File: src/rtl/pipe_pkg.sv
// Shared encodings and defaults for the pipeline hazard controller and its MDU sequencer.
package pipe_pkg;

    localparam logic [1:0] FWD_RF  = 2'b00;
    localparam logic [1:0] FWD_MEM = 2'b01;
    localparam logic [1:0] FWD_WB  = 2'b10;

    localparam int DEF_MUL_CYCLES = 4;
    localparam int DEF_DIV_CYCLES = 32;

    typedef enum logic [1:0] {IDLE, BUSY, DONE} mdu_state_e;

    // The youngest in-flight writer wins, so MEM is tested before WB.
    function automatic logic [1:0] fwd_sel(input logic       mem_we,
                                           input logic [4:0] mem_rd,
                                           input logic       wb_we,
                                           input logic [4:0] wb_rd,
                                           input logic [4:0] src);
        if (mem_we && mem_rd != 5'd0 && mem_rd == src)
            return FWD_MEM;
        else if (wb_we && wb_rd != 5'd0 && wb_rd == src)
            return FWD_WB;
        else
            return FWD_RF;
    endfunction

endpackage

File: src/rtl/mdu_sequencer.sv
// Tracks one multiply/divide op from start to HI/LO commit; busy spans BUSY and DONE.
module mdu_sequencer
    import pipe_pkg::*;
#(
    parameter int MUL_CYCLES = DEF_MUL_CYCLES,
    parameter int DIV_CYCLES = DEF_DIV_CYCLES
) (
    input  logic clk,
    input  logic rst,
    input  logic start_i,
    input  logic div_i,
    input  logic redirect_i,
    output logic busy_o,
    output logic done_o
);

    localparam logic [5:0] MUL_LOAD = 6'(MUL_CYCLES - 1);
    localparam logic [5:0] DIV_LOAD = 6'(DIV_CYCLES - 1);

    mdu_state_e state_q;
    logic [5:0] cnt_q;
    logic       busy_q;
    logic       done_q;
    logic [5:0] load_d;
    logic       accept_d;

    assign load_d   = div_i ? DIV_LOAD : MUL_LOAD;
    assign accept_d = start_i & ~redirect_i;

    // A load of 1 (two-cycle op) skips BUSY so DONE still lands at start+CYCLES-1.
    always_ff @(posedge clk or posedge rst) begin
        if (rst) begin
            state_q <= IDLE;
            cnt_q   <= 6'd0;
            busy_q  <= 1'b0;
            done_q  <= 1'b0;
        end else begin
            case (state_q)
                IDLE, DONE: begin
                    if (accept_d) begin
                        cnt_q   <= load_d;
                        state_q <= (load_d == 6'd1) ? DONE : BUSY;
                        busy_q  <= 1'b1;
                        done_q  <= (load_d == 6'd1);
                    end else begin
                        state_q <= IDLE;
                        busy_q  <= 1'b0;
                        done_q  <= 1'b0;
                    end
                end
                BUSY: begin
                    cnt_q  <= cnt_q - 6'd1;
                    busy_q <= 1'b1;
                    if (cnt_q == 6'd2) begin
                        state_q <= DONE;
                        done_q  <= 1'b1;
                    end else begin
                        done_q  <= 1'b0;
                    end
                end
                default: begin
                    state_q <= IDLE;
                    busy_q  <= 1'b0;
                    done_q  <= 1'b0;
                end
            endcase
        end
    end

    assign busy_o = busy_q;
    assign done_o = done_q;

endmodule

File: src/rtl/pipeline_hazard_ctrl.sv
// Stall/flush/forward control for the 5-stage pipeline, with MDU tracking and a halt latch.
module pipeline_hazard_ctrl
    import pipe_pkg::*;
#(
    parameter int MUL_CYCLES = DEF_MUL_CYCLES,
    parameter int DIV_CYCLES = DEF_DIV_CYCLES
) (
    input  logic       clk,
    input  logic       rst,
    input  logic [4:0] ID_Rs,
    input  logic [4:0] ID_Rt,
    input  logic       ID_UseRs,
    input  logic       ID_UseRt,
    input  logic       ID_UseHiLo,
    input  logic [4:0] EX_Rs,
    input  logic [4:0] EX_Rt,
    input  logic [4:0] EX_WbRegNum,
    input  logic       EX_RegWrite,
    input  logic       EX_MemtoReg,
    input  logic       EX_Redirect,
    input  logic       EX_MduStart,
    input  logic       EX_MduDiv,
    input  logic       EX_Syscall,
    input  logic [4:0] MEM_WbRegNum,
    input  logic       MEM_RegWrite,
    input  logic [4:0] WB_WbRegNum,
    input  logic       WB_RegWrite,
    output logic       PC_En,
    output logic       IFID_En,
    output logic       IFID_CLR,
    output logic       IDEX_CLR,
    output logic       EXMEM_CLR,
    output logic [1:0] ForwardA,
    output logic [1:0] ForwardB,
    output logic       MduBusy,
    output logic       MduDone,
    output logic       Halted
);

    logic load_use;
    logic hilo_wait;
    logic halt_q;

    mdu_sequencer #(
        .MUL_CYCLES(MUL_CYCLES),
        .DIV_CYCLES(DIV_CYCLES)
    ) u_mdu (
        .clk       (clk),
        .rst       (rst),
        .start_i   (EX_MduStart),
        .div_i     (EX_MduDiv),
        .redirect_i(EX_Redirect),
        .busy_o    (MduBusy),
        .done_o    (MduDone)
    );

    assign load_use = EX_RegWrite & EX_MemtoReg & (EX_WbRegNum != 5'd0) &
                      ((ID_UseRs & (ID_Rs == EX_WbRegNum)) |
                       (ID_UseRt & (ID_Rt == EX_WbRegNum)));

    // A start still in EX counts as busy so the HI/LO reader never slips in behind it.
    assign hilo_wait = ID_UseHiLo & (MduBusy | EX_MduStart);

    always_ff @(posedge clk or posedge rst) begin
        if (rst)
            halt_q <= 1'b0;
        else if (EX_Syscall & ~EX_Redirect)
            halt_q <= 1'b1;
    end

    assign Halted = halt_q;

    always_comb begin
        PC_En     = 1'b1;
        IFID_En   = 1'b1;
        IFID_CLR  = 1'b0;
        IDEX_CLR  = 1'b0;
        EXMEM_CLR = 1'b0;
        if (rst) begin
            PC_En     = 1'b0;
            IFID_En   = 1'b0;
            IFID_CLR  = 1'b1;
            IDEX_CLR  = 1'b1;
            EXMEM_CLR = 1'b1;
        end else if (halt_q) begin
            PC_En    = 1'b0;
            IFID_En  = 1'b0;
            IDEX_CLR = 1'b1;
        end else if (EX_Redirect) begin
            IFID_CLR = 1'b1;
            IDEX_CLR = 1'b1;
        end else if (load_use | hilo_wait) begin
            PC_En    = 1'b0;
            IFID_En  = 1'b0;
            IDEX_CLR = 1'b1;
        end
    end

    always_comb begin
        ForwardA = FWD_RF;
        ForwardB = FWD_RF;
        if (!rst) begin
            ForwardA = fwd_sel(MEM_RegWrite, MEM_WbRegNum, WB_RegWrite, WB_WbRegNum, EX_Rs);
            ForwardB = fwd_sel(MEM_RegWrite, MEM_WbRegNum, WB_RegWrite, WB_WbRegNum, EX_Rt);
        end
    end

endmodule

File: config.mk
export PLATFORM = sky130hd
export DESIGN_NAME = pipeline_hazard_ctrl
export DESIGN_NICKNAME = d
export VERILOG_FILES = /design/src/rtl/pipe_pkg.sv /design/src/rtl/mdu_sequencer.sv /design/src/rtl/pipeline_hazard_ctrl.sv
export SDC_FILE = /design/constraint.sdc
export NUM_CORES = 1
export LEC_CHECK = 0
export CORE_ASPECT_RATIO = 1.5
export CORE_UTILIZATION = 37
export DETAILED_ROUTE_END_ITERATION = 10
export GPL_ROUTABILITY_DRIVEN = 0
export GPL_TIMING_DRIVEN = 0
export PLACE_DENSITY = 0.82
export SLEW_MARGIN = 20
export SYNTH_ARGS = -nofsm -noshare
export SYNTH_HDL_FRONTEND = slang
export SYNTH_HIERARCHICAL = 1
export SYNTH_SLANG_ARGS = --single-unit
File: constraint.sdc
create_clock -name clk -period 1.9 [get_ports clk]
set_clock_uncertainty 0.05 [all_clocks]
set_input_delay 0.38 -clock clk [delete_from_list [all_inputs] [get_ports clk]]
set_output_delay 0.38 -clock clk [all_outputs]
set_load 0.1 [all_outputs]
Word-level counts from Yosys, hierarchy flattened
Cells that the tools add are included.

storage, ports and cells
  register bits after elaboration = 11
  bits of input ports = 48

operators by class
  $add $sub $neg = 1
  equality and inequality tests = 12
  mux-type cells = 30
  bitwise gates (word level) = 12
  reductions and logical operators = 13

operators by type and width
  operator                                               count
  equality test 5 bit                                    6
  2-to-1 mux 2 bit                                       9
  2-to-1 mux 1 bit                                       15
  nonzero test 5 bit                                     3
  one-hot mux 6 bit (2 select lines)                     1
  AND 1 bit                                              8
  equality test 6 x 1 -> 1 bit, second input constant    1
  equality test 6 x 2 -> 1 bit, second input constant    1
  logical AND 1 bit                                      6
  2-to-1 mux 6 bit                                       1
  subtractor 6 x 1 -> 6 bit, second input constant       1
  2-to-1 mux 5 bit                                       1
  inequality test 2 x 1 -> 1 bit, second input constant  2
  one-hot mux 1 bit (2 select lines)                     2
  one-hot mux 2 bit (2 select lines)                     1
  OR 1 bit                                               3
  equality test 2 x 1 -> 1 bit, second input constant    1
  equality test 2 bit, second input constant             1
  zero test 2 bit                                        1
  AND reduction 2 bit                                    1
  nonzero test 2 bit                                     1
  OR reduction 2 bit                                     1
  inverter 1 bit                                         1

Longest topological paths before layout
Gate-level depths: netlist of run 1.

  word-level depth = 9
  depth in mapped cells = 5
  depth with buffers taken out = 5

Modules after synthesis
Netlist of run 1, hierarchy kept.

modules (own cells, without submodules)
  module                times used  cells each  area an instance (um^2)
  pipeline_hazard_ctrl  1           65          510.5
  mdu_sequencer         1           48          494.2

Worst setup path before layout of run 1
OpenSTA, ideal clock, no wires.

  path kind = in2out
  start point = input port MEM_WbRegNum[4]
  end point = output port ForwardA[0]
  arrival = 3.465 ns
  data required time = 1.470 ns
  path slack = -1.995 ns
  stages = 3
  path buffers = 0
  path through = or4_1 o21ai_2 nor4_1

on the way
  cells in the longest elaborated chain, start to end = 5
  elaborated cells on any way between the ends = 6
  those cells by class = eq/ne: 1; mux: 2; reduce/logical: 3

RTL lines
  what                   line                         source
  start: declaration     pipeline_hazard_ctrl.sv:24   input logic [4:0] MEM_WbRegNum,
  nonzero test 5 bit     pipe_pkg.sv:19               if (mem_we && mem_rd != 5'd0 && mem_rd == src)
  logical AND 1 bit      pipe_pkg.sv:19
  logical AND 1 bit (*)  pipe_pkg.sv:19
  2-to-1 mux 2 bit (*)   pipe_pkg.sv:19
  2-to-1 mux 2 bit (*)   pipeline_hazard_ctrl.sv:102  if (!rst) begin
  end: declaration       pipeline_hazard_ctrl.sv:33   output logic [1:0] ForwardA,

Every way passes the cells marked *; elsewhere a longest branch is shown, timed or not.

Final worst setup path of run 1
  start point = input port ID_Rs[3]
  end point = output port PC_En

on the way
  cells in the longest elaborated chain, start to end = 9

RTL lines
  what                 line                        source
  start: declaration   pipeline_hazard_ctrl.sv:10  input logic [4:0] ID_Rs,
  equality test 5 bit  pipeline_hazard_ctrl.sv:58  ((ID_UseRs & (ID_Rs == EX_WbRegNum)) |
  AND 1 bit            pipeline_hazard_ctrl.sv:58
  OR 1 bit             pipeline_hazard_ctrl.sv:58
  AND 1 bit            pipeline_hazard_ctrl.sv:57  assign load_use = EX_RegWrite & EX_MemtoReg & (EX_WbRegNum != 5'd0) &
  OR 1 bit             pipeline_hazard_ctrl.sv:92  end else if (load_use | hilo_wait) begin
  2-to-1 mux 1 bit     pipeline_hazard_ctrl.sv:92
  2-to-1 mux 1 bit     pipeline_hazard_ctrl.sv:89  end else if (EX_Redirect) begin
  2-to-1 mux 1 bit     pipeline_hazard_ctrl.sv:85  end else if (halt_q) begin
  2-to-1 mux 1 bit     pipeline_hazard_ctrl.sv:79  if (rst) begin
  end: declaration     pipeline_hazard_ctrl.sv:28  output logic PC_En,

Every way passes these cells.

==> metrics.md, run 1 <==
| Metric | Value |
|---|---|
| Peak fanout along the critical path | `2` |
| Die width | `44.5 um` |
| Reg2reg start | `u_mdu/cnt_q[0]` |
| Sw frac | `45.8%` |
| Drt drc | `0` |
| Largest net degree at the start of global routing | `11` |
| DRT antenna net count | `0` |
| Seq cells post-synth | `11` |
| Routed WL | `4070 um` |
| Initial antenna violation count | `0` |
| Critical path cell sequence | `buf_6 > xor2_2 > nor4_2 > a32oi_2 > o311a_4 > buf_12 > buf_16` |
| Crit-path slowest cell | `o311a_4` |
| CTS Root Cell | `clkbuf_4` |
| Layout area overhead | `108%` |
| Slew headroom | `around a third` |
| Post-Syn Area per Cell | `8.89 um2` |
| Initial core utilization | `40.1%` |
| Power Density | `around 650 nW/um2` |
| Clk Latency, worst-skew pair | `0.27 ns` |
| Die span in y | `approximately 66 um` |
| Achievable clock frequency | `roughly 440 MHz` |
| Crit path from | `ID_Rs[3]` |
| Core box area | `2500 um2` |
| Syn_nets | `163` |
| # IOs | `60` |
| Global-route wire length before repair | `approximately 5200 um` |
| Post-layout util | `a little over four fifths` |
| Metal3 WL | `approximately 300 um` |
| Worst Path Arrival | `1.84 ns` |
| Core Rows | `22` |
| RSZ-0062 raised after global routing | `true` |
| Clock Sinks | `11` |
| Commonest cells after routing, fill and taps aside | `buf_6, xor2_1, buf_4` |
| Mapped Cells | `113` |
| Final slew viol count | `0` |
| Commonest non-fill, non-tap cell in the layout | `buf_6` |
| Final-report setup violation count | `7` |
| Starting DRT DRC Count | `60` |
| CP required | `between 1 and 1.5 ns` |
| Critical Path Source Type | `primary input` |
| Metal-1 WL | `1430 um` |
| Max cap viols | `0` |
| Crit path max-delay family | `compound AO/OA/AOI/OAI gates` |
| Post-CTS Hold Buffers | `0` |
| Post-detailed-route wirelength per cell | `17.9 um` |
| Met2 WL post-DR | `2280 um` |
| DP Wirelength | `2600 um` |
| Max Used Layer | `met4` |
| Slowest Stage Delay on Critical Path | `around 0.43 ns` |
| Die ar. | `2930 um2` |
| Grt total ovfl | `0` |
| Comb power frac | `56.4%` |
| Post-route setup slack | `-0.374 ns` |
| GRT Total Usage | `between 20% and 30%` |
| Post-synth EDFFs | `0` |
| Synth Flop Type | `dfrtp_1` |
| Synth warn | `6` |
| Drt pass-1 iters | `4` |
| Status | `complete, but fails checks` |
| Clk pwr share | `11.9%` |
| Diode count | `0` |
| Vias in the first global route | `around 1200` |
| Failing checks | `setup timing` |
| Nets@finish | `242` |
| FFs w/ async S/R, synth | `100%` |
| Peak VDD IR | `around 0.0008 V` |
| Synth Cell Area | `between 1000 and 1500 um2` |
| Seq/Total Area, Yosys | `27.4%` |
| Buffers on Ports | `59` |
| Worst slew pin tran | `0.975 ns` |
| CTS tree | `built` |
| Layout cells sized above 1 | `47.1%` |
| Cts bufs inserted | `3` |
| Hold crit path type | `in2async` |
| Via Count | `between 1000 and 1500` |
| Tmin final | `approximately 2.3 ns` |
| Drt via density | `between 5 and 6` |
| Fin. Hold Viols | `0` |
| CTS Buffer Depth | `2` |
| CP Buf/Inv Count | `3` |
| Worst setup path category | `in2out` |
| Share of power burned in registers | `31.7%` |
| Int Power | `0.741 mW` |
| Htree depth | `1` |
| Setup TNS | `-1.82 ns` |
| Net Sw Power | `0.626 mW` |
| CTS clk-pin slew, worst paths | `0.08 ns` |
| Leakage | `0.929 nW` |
| Crit share post-route | `120%` |
| Post-synth cell types | `35` |
| CP endpoint kind | `output port` |
layer usage:
| layer | track usage (%) | up-vias |
|---|---|---|
| met5 | 0 | - |
| met4 | 7.58 | 0 |
| met3 | 4.64 | 6 |
| met2 | 46.1 | 56 |
| met1 | 23.9 | 585 |
| li1 | - | 561 |
power groups by stage:
stage / Combinational [mW] / Sequential [mW] / Clock [mW]
final: 0.771 / 0.434 / 0.162
after global routing: 0.828 / 0.449 / 0.167
after CTS: 0.704 / 0.430 / 0.161
after detailed placement: 0.693 / 0.433 / 0
after global placement: 0.672 / 0.422 / 0
after floorplan: 0.378 / 0.498 / 0
layout make-up:
class                      instances  area [um2]
multi-input combinational         93         911
tap                               36        45.0
inverter                           5        18.8
sequential                        11         278
buffer                             4        43.8
clock buffer                       3        22.5
clock inverter                     1        5.00
fill                             126         412
timing repair buffer              74         769
synthesized netlist by cell type, types with 2 or more instances:
cell	n	area share, %
nand2_1	6	2.2
inv_1	5	1.9
nor4_1	5	3.1
nand3_1	7	3.5
dfrtp_1	11	27
buf_4	2	1.5
o21ai_0	5	2.5
or4_1	5	3.7
nand4_1	2	1.2
xor2_1	16	14
o211ai_1	4	3.0
xnor2_1	14	12
ha_1	2	2.5
nand2b_1	3	1.9
nor3_1	6	3.0
what timing repair did:
action,in CTS,in global routing
endpoints found under the setup margin,12,9
pin swaps,19,22
resized for setup,162,77
setup buffers,8,7
metrics by stage:
stage	instances	total power, mW	setup WS [ns]	instance area (um2)	hold WS [ns]
6_report	227	1.37	-0.374	2090	0.0495
5_1_grt	227	1.44	-0.416	2090	0.0927
4_1_cts	220	1.30	-0.351	1900	0.205
3_5_place_dp	208	1.13	-1.84	1760	0.431
3_3_place_gp	208	1.09	-1.80	1760	0.414
2_1_floorplan	113	0.876	-0.751	1120	0.0981
final timing paths:
| check | to | slack (ns) | depth (start not counted) |
|---|---|---|---|
| worst max-delay path | PC_En | -0.37 | 7 |
| worst min-delay path | u_mdu/state_q[0] | 0.05 | 2 |
| worst max register to register | u_mdu/state_q[0] | 0.33 | 5 |
| worst min register to register | u_mdu/cnt_q[5] | 0.44 | 1 |
| max in group asynchronous | u_mdu/busy_o | 1.46 | 2 |
| min in group clk | u_mdu/cnt_q[5] | 0.44 | 1 |
registers in the layout, summed over array words and instances (netlist names):
register	flops
u_mdu/busy_o	1
u_mdu/done_o	1
u_mdu/state_q	2
Halted	1
u_mdu/cnt_q	6
logic make-up (layout without fill, tap and decap cells):
kind of cell	after synthesis	count (layout)	share of synthesized area, %
multiplexers	1	1	0.996
XOR/XNOR	30	30	26.2
buffers and inverters	9	87	4.98
flip-flops	11	11	27.4
adder cells (fa/ha/maj)	2	2	2.49
AND/OR/NAND/NOR	45	45	27.6
AO/OA/AOI/OAI	15	15	10.3
No activity file was read; power rests on OpenSTA's default activity.
==> run 2: changes to the inputs <==
--- a/config.mk
+++ b/config.mk
@@ -6,6 +6,7 @@
 export NUM_CORES = 1
 export LEC_CHECK = 0
 export CORE_ASPECT_RATIO = 1.5
+export CORE_MARGIN = 10
 export CORE_UTILIZATION = 37
 export DETAILED_ROUTE_END_ITERATION = 10
 export GPL_ROUTABILITY_DRIVEN = 0
==> metrics.md, run 2 (synthesis results as in run 1) <==
| Metric | Value |
|---|---|
| Comb power frac | `52.8% (-3.6 points)` |
| Die width | `62.5 um (+40%)` |
| Slew headroom | `36.5% (+1.3 points)` |
| DP Wirelength | `3120 um (+20%)` |
| Grt total ovfl | `0 (unchanged)` |
| Initial antenna violation count | `0 (unchanged)` |
| Worst Path Arrival | `1.81 ns (-0.03 ns)` |
| Post-route setup slack | `-0.344 ns (+0.0307 ns)` |
| Final-report setup violation count | `7 (unchanged)` |
| Reg2reg start | `u_mdu/cnt_q[0]` |
| Tmin final | `2.24 ns (-0.0307 ns)` |
| Core Rows | `23 (+4.5%)` |
| Global-route wire length before repair | `6350 um (+22%)` |
| Post-detailed-route wirelength per cell | `18.9 um (+5.7%)` |
| Cell Count, Final, Fillers Out | `227 (unchanged)` |
| Int Power | `0.799 mW (+7.9%)` |
| RR Endpoint | `u_mdu/state_q[0]` |
| Net Sw Power | `0.616 mW (-1.7%)` |
| Setup TNS | `-2.01 ns (-0.195 ns)` |
| Via Count | `1193 (-1.2%)` |
| Crit share post-route | `118% (-1.6 points)` |
| Hold crit path type | `in2async` |
| Layout area overhead | `101%` |
| CTS Root Cell | `clkbuf_8` |
| DRT antenna net count | `0 (unchanged)` |
| Cts bufs inserted | `3 (unchanged)` |
| Drt pass-1 iters | `4 (unchanged)` |
| R2R setup slack | `0.36 ns (+0.03 ns)` |
| # IOs | `60 (unchanged)` |
| CTS tree | `built` |
| CTS Buffer Depth | `2 (unchanged)` |
| Max cap viols | `0 (unchanged)` |
| Peak VDD IR | `0.000642 V (-19%)` |
| Commonest non-fill, non-tap cell in the layout | `xor2_1` |
| CP endpoint kind | `output port` |
| Peak fanout along the critical path | `3 (+1)` |
| Overall Power | `1.41 mW (+3.5%)` |
| R2R cell count | `5 (unchanged)` |
| Die ar. | `5240 um2 (+79%)` |
| Core box area | `2650 um2 (+5.7%)` |
| Max reg flops | `6 (unchanged)` |
| Worst slew pin tran | `0.956 ns (-0.0191 ns)` |
| Die span in y | `83.8 um (+27%)` |
| Share of power burned in registers | `30.6% (-1.1 points)` |
| Layout cells sized above 1 | `44.2% (-2.9 points)` |
| Failing checks | `setup timing` |
| Clk pwr share | `16.5% (+4.6 points)` |
| Power Density | `701 nW/um2 (+7.4%)` |
| Htree depth | `1 (unchanged)` |
| Largest net degree at the start of global routing | `11 (unchanged)` |
| Leakage | `0.865 nW (-7.0%)` |
| Leading registers by flop count | `u_mdu/cnt_q (6), u_mdu/state_q (2)` |
| Placed insts | `209 (+0.48%)` |
| Post-CTS Hold Buffers | `0 (unchanged)` |
| Routed WL | `4300 um (+5.7%)` |
| Commonest cells after routing, fill and taps aside | `xor2_1, buf_6, xnor2_1` |
| Fin. Hold Viols | `0 (unchanged)` |
| Most flops, register | `u_mdu/cnt_q` |
| Critical Path Source Type | `primary input` |
| Vias in the first global route | `1263 (+7.1%)` |
| CTS clk-pin slew, worst paths | `0.05 ns (-0.03 ns)` |
| RSZ-0062 raised after global routing | `true` |
| Drt drc | `0 (unchanged)` |
| Initial core utilization | `37.9% (-2.2 points)` |
| Nets@finish | `241 (-0.41%)` |
| Drt via density | `5.26 (-1.2%)` |
| Starting DRT DRC Count | `29 (-52%)` |
| # fillers | `169 (+34%)` |
| Worst setup path category | `in2out` |
| GRT Total Usage | `14.9% (-8.8 points)` |
| Sw frac | `43.5% (-2.3 points)` |
| Clock Sinks | `11 (unchanged)` |
| CP required | `1.47 ns (about the same)` |
| Status | `complete, but fails checks` |
| Post-route cell area | `2020 um2 (-3.6%)` |
| Diode count | `0 (unchanged)` |
| Pre-CTS setup slack | `-1.87 ns (-0.0280 ns)` |
| Achievable clock frequency | `446 MHz (+1.4%)` |
| Area after DPL | `1760 um2 (about the same)` |
| Final slew viol count | `0 (unchanged)` |
| Buffers on Ports | `59 (unchanged)` |
| Clk Latency, worst-skew pair | `0.24 ns (-0.03 ns)` |
-- run 2: routing by layer --
layer | GRT usage (%) | part of all wire [%] | vias to the layer above
met5 | 0 | 0 | -
met4 | 3.06 | 2.8 | 0
met3 | 3.36 | 5.1 | 15
met2 | 28.5 | 55 | 69
met1 | 15.9 | 38 | 542
li1 | - | - | 567
-- run 2: worst max path at each step --
stage	depth (start not counted)	to	slack, ns	startpoint
2_1_floorplan	4	ForwardA[1]	-0.75	MEM_WbRegNum[1]
3_3_place_gp	6	ForwardA[1]	-1.86	rst
3_5_place_dp	6	ForwardA[1]	-1.87	rst
4_1_cts	6	ForwardA[1]	-0.35	MEM_WbRegNum[2]
5_1_grt	7	PC_En	-0.40	EX_WbRegNum[1]
6_report	7	PC_En	-0.34	EX_WbRegNum[1]
-- run 2: stage by stage --
| step | hold WS (ns) | util (%) |
|---|---|---|
| floorplan | 0.0981 | - |
| detailed placement | 0.427 | 66.5 |
| global route | 0.105 | 76.2 |
| finish | 0.0834 | 76.2 |
| CTS | 0.121 | 70.7 |
| global placement | 0.411 | 66.5 |
-- run 2: power by group through the flow --
| stage | Clock [mW] | Combinational (mW) | Sequential, mW |
|---|---|---|---|
| after global placement | 0 | 0.679 | 0.423 |
| after global routing | 0.256 | 0.809 | 0.447 |
| after detailed placement | 0 | 0.702 | 0.433 |
| final | 0.234 | 0.747 | 0.433 |
| after CTS | 0.238 | 0.704 | 0.429 |
| after floorplan | 0 | 0.378 | 0.498 |
-- run 2: critical path: stages --
cell	delay, ns
buf_8	0.10
xor2_1	0.15
nor4_2	0.30
a32oi_2	0.17
o311a_4	0.43
buf_12	0.13
buf_12	0.15
-- run 2: area by class of cell --
class,count,area [um2],share of cell area (%)
Multi-Input combinational cell,93,852,42.2
Inverter,5,18.8,0.931
Clock inverter,1,5.00,0.248
Timing Repair Buffer,73,732,36.3
Sequential cell,11,278,13.8
Buffer,4,43.8,2.17
Clock buffer,3,41.3,2.05
Tap cell,37,46.3,2.30
-- run 2: what timing repair did --
item                                    4_1_cts  5_1_grt
endpoints found under the setup margin       12        9
pin swaps                                    24       14
resized for setup                           180       44
buffers inserted                              8        6
==> run 3: changes to the inputs <==
--- a/config.mk
+++ b/config.mk
@@ -11,6 +11,7 @@
 export DETAILED_ROUTE_END_ITERATION = 10
 export GPL_ROUTABILITY_DRIVEN = 0
 export GPL_TIMING_DRIVEN = 0
+export MAX_ROUTING_LAYER = met4
 export PLACE_DENSITY = 0.82
 export SLEW_MARGIN = 20
 export SYNTH_ARGS = -nofsm -noshare
==> metrics.md, run 3 (synthesis results as in run 1) <==
| Metric | Value |
|---|---|
| Hold crit path type | `in2async` |
| Worst slew pin tran | `0.956 ns (-0.000378 ns)` |
| Comb power frac | `52.8% (about the same)` |
| Failing checks | `setup timing` |
| Die width | `62.5 um (unchanged)` |
| Leakage | `0.865 nW (unchanged)` |
| CTS tree | `built` |
| Core Rows | `23 (unchanged)` |
| Worst Path Arrival | `1.81 ns (about the same)` |
| Starting DRT DRC Count | `37 (+28%)` |
| Status | `complete, but fails checks` |
| Max reg flops | `6 (unchanged)` |
| Power Density | `701 nW/um2 (about the same)` |
| Tmin final | `2.24 ns (unchanged)` |
| CP required | `1.47 ns (about the same)` |
| CP endpoint kind | `output port` |
| Net Sw Power | `0.615 mW (-0.11%)` |
| Drt via density | `5.24 (-0.34%)` |
| DP Wirelength | `3120 um (unchanged)` |
| Commonest cells after routing, fill and taps aside | `xor2_1, buf_6, xnor2_1` |
| Reg2reg start | `u_mdu/cnt_q[0]` |
| Setup TNS | `-2.03 ns (-0.0121 ns)` |
| Core box area | `2650 um2 (unchanged)` |
| Crit path from | `EX_WbRegNum[1]` |
| GRT Total Usage | `15.3% (+0.40 points)` |
| Grt total ovfl | `0 (unchanged)` |
| Drt pass-1 iters | `4 (unchanged)` |
| Cell Count, Final, Fillers Out | `227 (unchanged)` |
| DRT antenna net count | `0 (unchanged)` |
| Clk pwr share | `16.6% (about the same)` |
| Nets@finish | `241 (unchanged)` |
| Peak VDD IR | `0.000642 V (about the same)` |
| Worst setup path category | `in2out` |
| Share of power burned in registers | `30.6% (about the same)` |
| Most flops, register | `u_mdu/cnt_q` |
| Die span in y | `83.8 um (unchanged)` |
| # IOs | `60 (unchanged)` |
| Htree depth | `1 (unchanged)` |
| CTS Buffer Depth | `2 (unchanged)` |
| Layout area overhead | `101% (unchanged)` |
| Diode count | `0 (unchanged)` |
| Peak fanout along the critical path | `3 (unchanged)` |
| Global-route wire length before repair | `6350 um (unchanged)` |
| Leading registers by flop count | `u_mdu/cnt_q (6), u_mdu/state_q (2)` |
| CTS clk-pin slew, worst paths | `0.05 ns (about the same)` |
| Initial core utilization | `37.9% (unchanged)` |
| Int Power | `0.799 mW (about the same)` |
| Via Count | `1189 (-0.34%)` |
| Die ar. | `5240 um2 (unchanged)` |
| Commonest non-fill, non-tap cell in the layout | `xor2_1` |
| Clk Latency, worst-skew pair | `0.24 ns (about the same)` |
| Post-detailed-route wirelength per cell | `19.0 um (+0.37%)` |
| Largest net degree at the start of global routing | `11 (unchanged)` |
| Initial antenna violation count | `0 (unchanged)` |
| Buffers on Ports | `59 (unchanged)` |
| Cts bufs inserted | `3 (unchanged)` |
| Clock Sinks | `11 (unchanged)` |
| RSZ-0062 raised after global routing | `true` |
| Max cap viols | `0 (unchanged)` |
| Routed WL | `4310 um (+0.37%)` |
| Post-CTS Hold Buffers | `0 (unchanged)` |
| Drt drc | `0 (unchanged)` |
| Crit share post-route | `118% (unchanged)` |
| CTS Root Cell | `clkbuf_8` |
| Post-route setup slack | `-0.344 ns (unchanged)` |
| Final-report setup violation count | `7 (unchanged)` |
| Placed insts | `209 (unchanged)` |
| Sw frac | `43.5% (about the same)` |
| Critical Path Source Type | `primary input` |
| Vias in the first global route | `1264 (+0.079%)` |
| Final slew viol count | `0 (unchanged)` |
| Achievable clock frequency | `446 MHz (unchanged)` |
| Layout cells sized above 1 | `44.2% (unchanged)` |
| Fin. Hold Viols | `0 (unchanged)` |
| Slew headroom | `36.5% (about the same)` |
-- run 3: cell counts in the layout (fill, tap and decap cells not counted) --
Identical to the previous run, type by type.
-- run 3: layer usage --
layer / part of all wire [%] / track usage (%)
met1: 37 / 15.9
met2: 54 / 28.5
met3: 5.6 / 3.36
met4: 2.7 / 3.06
met5: 0 / -
-- run 3: layout make-up --
type                            count  area (um2)
Timing Repair Buffer               73         732
Fill cell                         169         631
Multi-Input combinational cell     93         852
Buffer                              4        43.8
Clock inverter                      1        5.00
Sequential cell                    11         278
Tap cell                           37        46.3
Clock buffer                        3        41.3
Inverter                            5        18.8
-- run 3: power groups by stage --
stage | sequential (mW) | clock, mW | combinational, mW
after floorplan | 0.498 | 0 | 0.378
after global placement | 0.423 | 0 | 0.679
after detailed placement | 0.433 | 0 | 0.702
after CTS | 0.429 | 0.238 | 0.704
after global routing | 0.447 | 0.256 | 0.809
final | 0.433 | 0.234 | 0.747
-- run 3: repair_timing --
| action | CTS | global route |
|---|---|---|
| setup buffers | 8 | 6 |
| setup endpoints to repair | 12 | 9 |
| pin swaps | 24 | 14 |
| endpoints found under the hold margin | 0 | 0 |
| gates resized for setup | 180 | 44 |
-- run 3: path summary, 6_finish.rpt --
check                              endpoint  slack [ns]  cells after the start
max in group asynchronous      u_mdu/busy_o        1.42                      2
setup reg to reg           u_mdu/state_q[0]        0.36                      5
hold reg to reg              u_mdu/cnt_q[5]        0.43                      1
setup / recovery                      PC_En       -0.34                      7
hold / removal             u_mdu/state_q[1]        0.08                      2
min in group clk             u_mdu/cnt_q[5]        0.43                      1
-- run 3: worst max-delay path, stage by stage --
cell and delay [ns]:
buf_8 0.10, xor2_1 0.15, nor4_2 0.30, a32oi_2 0.17, o311a_4 0.43, buf_12 0.13
buf_12 0.15
-- run 3: through the flow --
stage	util [%]	area, um2	total power, mW	worst slack [ns]	hold WS [ns]
after CTS	70.7	1870	1.37	-0.353	0.121
after global routing	76.2	2020	1.51	-0.398	0.105
final	76.2	2020	1.41	-0.344	0.0833
after floorplan	-	1120	0.876	-0.751	0.0981
after detailed placement	66.5	1760	1.13	-1.87	0.427
after global placement	66.5	1760	1.10	-1.86	0.411
